File: src/rtl/t05_code_serializer_if.sv
// Handshake bundle for t05_code_serializer: frame control, code stream
// in, serial bit stream out, and frame status.
interface t05_code_serializer_if #(
    parameter int CNT_W  = 32,
    parameter int PATH_W = 128,
    parameter int LEN_W  = $clog2(PATH_W + 1)
);
    logic              start;
    logic [CNT_W-1:0]  totChar;
    logic              code_valid;
    logic              code_ready;
    logic [PATH_W-1:0] code;
    logic [LEN_W-1:0]  code_len;
    logic              code_last;
    logic              bit_out;
    logic              bit_valid;
    logic              bit_ready;
    logic              busy;
    logic              done;
    logic [31:0]       bits_sent;

    modport master (
        output start, totChar, code_valid, code, code_len, code_last,
        output bit_ready,
        input  code_ready, bit_out, bit_valid, busy, done, bits_sent
    );

    modport slave (
        input  start, totChar, code_valid, code, code_len, code_last,
        input  bit_ready,
        output code_ready, bit_out, bit_valid, busy, done, bits_sent
    );
endinterface

File: src/rtl/t05_code_serializer.sv
// Serializes a CNT_W-bit header then variable-length codes, MSB-first.
// Define T05_SER_PAD_EN to zero-pad each frame to a byte boundary.
module t05_code_serializer #(
    parameter int CNT_W  = 32,
    parameter int PATH_W = 128,
    parameter int LEN_W  = $clog2(PATH_W + 1)
) (
    input logic                  clk,
    input logic                  rst,
    t05_code_serializer_if.slave bus
);
    localparam int HIDX_W = (CNT_W > 1) ? $clog2(CNT_W) : 1;
    localparam int CIDX_W = (PATH_W > 1) ? $clog2(PATH_W) : 1;

    typedef enum logic [2:0] {
        S_IDLE,
        S_HEADER,
        S_WAIT_CODE,
        S_SHIFT,
`ifdef T05_SER_PAD_EN
        S_PAD,
`endif
        S_DONE
    } state_t;

    state_t            r_state;
    logic [CNT_W-1:0]  r_hdr;
    logic [PATH_W-1:0] r_code;
    logic [HIDX_W-1:0] r_hidx;
    logic [CIDX_W-1:0] r_cidx;
    logic              r_last;
    logic              r_bit_out;
    logic              r_bit_valid;
    logic              r_busy;
    logic              r_done;
    logic [31:0]       r_bits_sent;

    logic              w_xfer;
    logic [31:0]       w_sent_inc;
    logic [LEN_W-1:0]  w_len;
    logic [CIDX_W-1:0] w_cstart;
    logic [HIDX_W-1:0] w_hidx_dn;
    logic [CIDX_W-1:0] w_cidx_dn;

    assign w_xfer     = r_bit_valid && bus.bit_ready;
    assign w_sent_inc = r_bits_sent + 32'd1;
    // Oversized lengths are clamped so the shift index stays in range
    assign w_len      = (bus.code_len > LEN_W'(PATH_W)) ?
                        LEN_W'(PATH_W) : bus.code_len;
    assign w_cstart   = CIDX_W'(w_len - LEN_W'(1));
    assign w_hidx_dn  = r_hidx - 1'b1;
    assign w_cidx_dn  = r_cidx - 1'b1;

    always_ff @(posedge clk) begin
        if (rst) begin
            r_state     <= S_IDLE;
            r_hdr       <= '0;
            r_code      <= '0;
            r_hidx      <= '0;
            r_cidx      <= '0;
            r_last      <= 1'b0;
            r_bit_out   <= 1'b0;
            r_bit_valid <= 1'b0;
            r_busy      <= 1'b0;
            r_done      <= 1'b0;
            r_bits_sent <= '0;
        end else begin
            r_done <= 1'b0;
            unique case (r_state)
                S_IDLE: begin
                    if (bus.start) begin
                        r_hdr       <= bus.totChar;
                        r_hidx      <= HIDX_W'(CNT_W - 1);
                        r_bit_out   <= bus.totChar[CNT_W-1];
                        r_bit_valid <= 1'b1;
                        r_bits_sent <= '0;
                        r_busy      <= 1'b1;
                        r_state     <= S_HEADER;
                    end
                end
                S_HEADER: begin
                    if (w_xfer) begin
                        r_bits_sent <= w_sent_inc;
                        if (r_hidx == '0) begin
                            r_bit_valid <= 1'b0;
                            r_state     <= S_WAIT_CODE;
                        end else begin
                            r_hidx    <= w_hidx_dn;
                            r_bit_out <= r_hdr[w_hidx_dn];
                        end
                    end
                end
                S_WAIT_CODE: begin
                    if (bus.code_valid) begin
                        r_code <= bus.code;
                        r_last <= bus.code_last;
                        if (w_len != '0) begin
                            r_cidx      <= w_cstart;
                            r_bit_out   <= bus.code[w_cstart];
                            r_bit_valid <= 1'b1;
                            r_state     <= S_SHIFT;
                        end else if (bus.code_last) begin
`ifdef T05_SER_PAD_EN
                            if (r_bits_sent[2:0] != 3'd0) begin
                                r_bit_out   <= 1'b0;
                                r_bit_valid <= 1'b1;
                                r_state     <= S_PAD;
                            end else begin
                                r_done  <= 1'b1;
                                r_state <= S_DONE;
                            end
`else
                            r_done  <= 1'b1;
                            r_state <= S_DONE;
`endif
                        end
                    end
                end
                S_SHIFT: begin
                    if (w_xfer) begin
                        r_bits_sent <= w_sent_inc;
                        if (r_cidx == '0) begin
                            r_bit_valid <= 1'b0;
                            if (!r_last) begin
                                r_state <= S_WAIT_CODE;
                            end else begin
`ifdef T05_SER_PAD_EN
                                if (w_sent_inc[2:0] != 3'd0) begin
                                    r_bit_out   <= 1'b0;
                                    r_bit_valid <= 1'b1;
                                    r_state     <= S_PAD;
                                end else begin
                                    r_done  <= 1'b1;
                                    r_state <= S_DONE;
                                end
`else
                                r_done  <= 1'b1;
                                r_state <= S_DONE;
`endif
                            end
                        end else begin
                            r_cidx    <= w_cidx_dn;
                            r_bit_out <= r_code[w_cidx_dn];
                        end
                    end
                end
`ifdef T05_SER_PAD_EN
                S_PAD: begin
                    if (w_xfer) begin
                        r_bits_sent <= w_sent_inc;
                        if (w_sent_inc[2:0] == 3'd0) begin
                            r_bit_valid <= 1'b0;
                            r_done      <= 1'b1;
                            r_state     <= S_DONE;
                        end
                    end
                end
`endif
                S_DONE: begin
                    r_busy  <= 1'b0;
                    r_state <= S_IDLE;
                end
                default: r_state <= S_IDLE;
            endcase
        end
    end

    assign bus.code_ready = (r_state == S_WAIT_CODE);
    assign bus.bit_out    = r_bit_out;
    assign bus.bit_valid  = r_bit_valid;
    assign bus.busy       = r_busy;
    assign bus.done       = r_done;
    assign bus.bits_sent  = r_bits_sent;
endmodule

File: src/flat_wrapper.sv
// flat-port wrapper written by rule: the top's interface ports become plain ports
module t05_code_serializer_flat 
#(
    parameter int CNT_W  = 32,
    parameter int PATH_W = 128,
    parameter int LEN_W  = $clog2(PATH_W + 1)
)
  (clk, rst, bus_start, bus_totChar, bus_code_valid, bus_code, bus_code_len, bus_code_last, bus_bit_ready, bus_code_ready, bus_bit_out, bus_bit_valid, bus_busy, bus_done, bus_bits_sent);
  t05_code_serializer_if #(.CNT_W(CNT_W), .PATH_W(PATH_W), .LEN_W(LEN_W)) bus_i ();
  input logic clk;
  input logic rst;
  input wire logic [$bits(bus_i.start)-1:0] bus_start;
  input wire logic [$bits(bus_i.totChar)-1:0] bus_totChar;
  input wire logic [$bits(bus_i.code_valid)-1:0] bus_code_valid;
  input wire logic [$bits(bus_i.code)-1:0] bus_code;
  input wire logic [$bits(bus_i.code_len)-1:0] bus_code_len;
  input wire logic [$bits(bus_i.code_last)-1:0] bus_code_last;
  input wire logic [$bits(bus_i.bit_ready)-1:0] bus_bit_ready;
  output wire logic [$bits(bus_i.code_ready)-1:0] bus_code_ready;
  output wire logic [$bits(bus_i.bit_out)-1:0] bus_bit_out;
  output wire logic [$bits(bus_i.bit_valid)-1:0] bus_bit_valid;
  output wire logic [$bits(bus_i.busy)-1:0] bus_busy;
  output wire logic [$bits(bus_i.done)-1:0] bus_done;
  output wire logic [$bits(bus_i.bits_sent)-1:0] bus_bits_sent;
  assign bus_i.start = bus_start;
  assign bus_i.totChar = bus_totChar;
  assign bus_i.code_valid = bus_code_valid;
  assign bus_i.code = bus_code;
  assign bus_i.code_len = bus_code_len;
  assign bus_i.code_last = bus_code_last;
  assign bus_i.bit_ready = bus_bit_ready;
  assign bus_code_ready = bus_i.code_ready;
  assign bus_bit_out = bus_i.bit_out;
  assign bus_bit_valid = bus_i.bit_valid;
  assign bus_busy = bus_i.busy;
  assign bus_done = bus_i.done;
  assign bus_bits_sent = bus_i.bits_sent;
  t05_code_serializer #(.CNT_W(CNT_W), .PATH_W(PATH_W), .LEN_W(LEN_W)) u_core (.clk(clk), .rst(rst), .bus(bus_i));
endmodule
File: config.mk
export PLATFORM = sky130hd
export DESIGN_NAME = t05_code_serializer_flat
export DESIGN_NICKNAME = d
export VERILOG_FILES = /design/src/rtl/t05_code_serializer_if.sv /design/src/rtl/t05_code_serializer.sv /design/src/flat_wrapper.sv
export SDC_FILE = /design/constraint.sdc
export NUM_CORES = 1
export LEC_CHECK = 0
export BUFFER_PORTS_ARGS = -buffer_cell sky130_fd_sc_hd__buf_2
export CORE_MARGIN = 1.5
export CORE_UTILIZATION = 30
export DETAILED_ROUTE_END_ITERATION = 7
export PLACE_DENSITY = 0.54
export SETUP_SLACK_MARGIN = 0.1
export SLEW_MARGIN = 20
export SYNTH_ARGS = -nofsm -noshare
export SYNTH_HDL_FRONTEND = slang
export SYNTH_SLANG_ARGS = --single-unit
File: constraint.sdc
create_clock -name clk -period 4.79 [get_ports clk]
set_clock_uncertainty 0.2 [all_clocks]
set_input_delay 0.2395 -clock clk [delete_from_list [all_inputs] [get_ports clk]]
set_output_delay 0.2395 -clock clk [all_outputs]
set_load 0.05 [all_outputs]
==> impl_metrics.json <==
{
  "final-setup-viol-count": 0,
  "detailroute.via_count": 11600,
  "power.density_nw_per_um2": 478,
  "synthesis.area_sq_um": 11100,
  "yosysMostFrequentCell": "sky130_fd_sc_hd__nand2_1",
  "clockBufferDepth": 3,
  "die_h_um": 195,
  "ir_worst_vdd_v": 0.000298,
  "worstSetupPathType": "flip-flop to flip-flop",
  "endpoint_required_time_on_the_critical_path_ns": 5.00,
  "power_leakage_nw": 5.79,
  "dieWidth_um": 195,
  "drv.max_cap_violation_count": 0,
  "clkSinkCount": 212,
  "number_of_enable_flip_flop_cells_after_synthesis": 0,
  "layout_min_cycle_time_ns": 3.60,
  "setup.worst_path.start_class": "flip-flop",
  "cts_root_buffer_type": "sky130_fd_sc_hd__clkbuf_16",
  "outcome": "complete, no violations",
  "setup-tns-final_ns": 0,
  "timing.critical_path.fanout_max": 12,
  "synthesis_warnings": 0,
  "max_freq_mhz": 278,
  "drt-wirelength-per-cell_um": 17.5,
  "synth.top_cell.area_share_pct": 38.4,
  "drc": 0,
  "synth_top_flop_cell": "sky130_fd_sc_hd__dfxtp_1",
  "routabilityCongestion": 0.853,
  "synth_top_cell_by_area": "sky130_fd_sc_hd__dfxtp_1",
  "layout-area-overhead-vs-synth_pct": 35.7,
  "nNetsFinal": 1977,
  "gr-usage-all-layers_pct": 20.4,
  "antenna_found_initial": 1,
  "tritoncts": "done",
  "finalCritPeriodShare_pct": 75.1,
  "antenna_violating_nets_post_route": 0,
  "drt_pass1_iterations": 6,
  "placed_cells": 2073,
  "boundaryPins": 211,
  "via_count_of_the_first_global_routing_pass": 11100,
  "port_buffers": 210,
  "h-tree-depth": 1,
  "totalWireLength_um": 39800,
  "finalHoldViolations": 0,
  "placeableCoreArea_sq_um": 36400,
  "grt_setup_unrepaired": "no",
  "syn_avg_cell_area_sq_um": 7.45,
  "floorplan.rows": 70,
  "hold_path_class": "input pin to flip-flop",
  "timing.reg2reg.setup_slack_ns": 1.19,
  "synth.area.top_cells": "sky130_fd_sc_hd__dfxtp_1, sky130_fd_sc_hd__nand2_1, sky130_fd_sc_hd__a21oi_1",
  "post-cts-setup-buffers": 0,
  "fraction_of_the_yosys_area_taken_by_sequential_cells_pct": 38.4,
  "synth_common_cells": "sky130_fd_sc_hd__nand2_1, sky130_fd_sc_hd__dfxtp_1, sky130_fd_sc_hd__a21oi_1, sky130_fd_sc_hd__nand3_1",
  "slew_headroom_pct": 36.2,
  "clkSlewWorstSetupHoldPaths_ns": 0.07,
  "detailed_place_hpwl_um": 27100,
  "clkLatencyLatePin_ns": 0.56,
  "die_area_sq_um": 38000,
  "post_route_cells_drive_above_1_share_pct": 17.1,
  "critPathCaptureType": "flip-flop",
  "syn-num-nets": 1664,
  "drt_first_iter_violations": 898,
  "first_pass_grt_wire_length_um": 62100,
  "stdcell_count": 2282,
  "ffs_latches_synth": 212,
  "ys_async_sr_fraction_pct": 0,
  "gr-total-overflow": 0,
  "floorplan.initialDensity_pct": 30.3,
  "route.detailed.vias_per_inst": 5.10,
  "syn-instance-count": 1483,
  "tightestPinTransition_ns": 0.957,
  "final_max_slew_viol_count": 0,
  "critPathArrivalTime_ns": 3.81,
  "grt_max_degree": 82,
  "numCtsBuffers": 25,
  "antenna_diode_count": 0,
  "yosysUniqueCellTypes": 72
}
state kept, by name, indices dropped and copies added (netlist names):
register              count
u_core.r_state            3
u_core.r_code           128
u_core.r_hdr             32
u_core.bus.done           1
u_core.r_cidx             7
u_core.r_last             1
u_core.bus.bit_valid      1
u_core.bus.bits_sent     32
u_core.bus.busy           1
u_core.bus.bit_out        1
u_core.r_hidx             5
cells by family (layout without fill, tap and decap cells):
group | Yosys count | in the layout | share of synthesized area, %
AND/OR/NAND/NOR | 746 | 746 | 29.5
multiplexers | 89 | 89 | 9.26
AO/OA/AOI/OAI | 271 | 271 | 14.3
adder cells (fa/ha/maj) | 7 | 7 | 0.792
flip-flops | 212 | 212 | 38.4
XOR/XNOR | 38 | 38 | 3.08
buffers and inverters | 120 | 451 | 4.60
routing by layer:
layer  GRT usage [%]  routed length [um]  part of all wire [%]
met1            27.5               18200                    46
met2            33.8               18400                    46
met3            3.24                2440                   6.1
met4            5.23                 818                   2.1
met5               0                  17                 0.043
power breakdown:
group	switching (W)	leakage [nW]	internal, W
clock	0.000821	0.439	0.00125
sequential	0.000214	1.72	0.00200
combinational	0.00177	3.63	0.00112
total	0.00281	5.79	0.00437
layout by cell type (no fill, tap or decap), drive strengths merged, types with 5 or more instances in the layout:
master       count
a2111oi          5
a21oi          183
dfxtp          212
buf            232
dlygate4sd3    164
a22oi            8
xor2            26
mux4            10
clkinv           7
ha               7
mux2i           79
nand3          101
and3            14
nand2b          12
or3              6
inv             11
nand4b           6
o21ai           16
o22ai            6
nor2            65
clkbuf          31
nor3            18
nand4           24
xnor2           12
nand2          467
a32oi           11
a211oi           6
nor2b           10
cell type report:
cell class                      instances  area (sq um)
Inverter                               10          37.5
Clock buffer                           31           698
Tap cell                              468           586
Timing Repair Buffer                  396          2880
Clock inverter                         14           194
Sequential cell                       212          4240
Multi-Input combinational cell       1151          6360
Fill cell                            3781         21400
through the flow:
stage               utilization, %  worst slack (ns)  power, W  cell area [sq um]  hold slack, ns
floorplan                        -              1.31   0.00420              11100           0.175
global placement              34.1             0.803   0.00495              12400           0.240
detailed placement            34.2              1.14   0.00499              12500           0.245
CTS                           41.2              1.16   0.00719              15000          0.0123
global route                  41.2             0.911   0.00758              15000          0.0482
finish                        41.2              1.19   0.00717              15000          0.0344
worst max-delay path, stage by stage (launching register included):
cell and delay (ns):
sky130_fd_sc_hd__dfxtp_1 0.70, sky130_fd_sc_hd__inv_1 0.14, sky130_fd_sc_hd__ha_1 0.56, sky130_fd_sc_hd__mux4_2 0.54, sky130_fd_sc_hd__mux4_2 0.45, sky130_fd_sc_hd__mux2i_1 0.17
sky130_fd_sc_hd__a21oi_1 0.15, sky130_fd_sc_hd__a2111oi_1 0.43, sky130_fd_sc_hd__a211oi_2 0.13
worst paths after layout:
path,startpoint,end,cells past startpoint
setup / recovery,u_core.r_hidx[0]$_SDFFE_PP0P_,u_core.bus.bit_out$_SDFFE_PP0P_,8
hold / removal,bus_bit_ready,u_core.r_state[2]$_SDFFE_PP0P_,4
setup reg to reg,u_core.r_hidx[0]$_SDFFE_PP0P_,u_core.bus.bit_out$_SDFFE_PP0P_,8
hold reg to reg,u_core.r_code[96]$_SDFFE_PP0P_,u_core.r_code[96]$_SDFFE_PP0P_,2
timing repair:
item | 4_1_cts | 5_1_grt
resized for setup | 0 | 0
hold endpoints to repair | 166 | 0
hold buffers | 164 | 0
No activity file was read; power rests on OpenSTA's default activity.
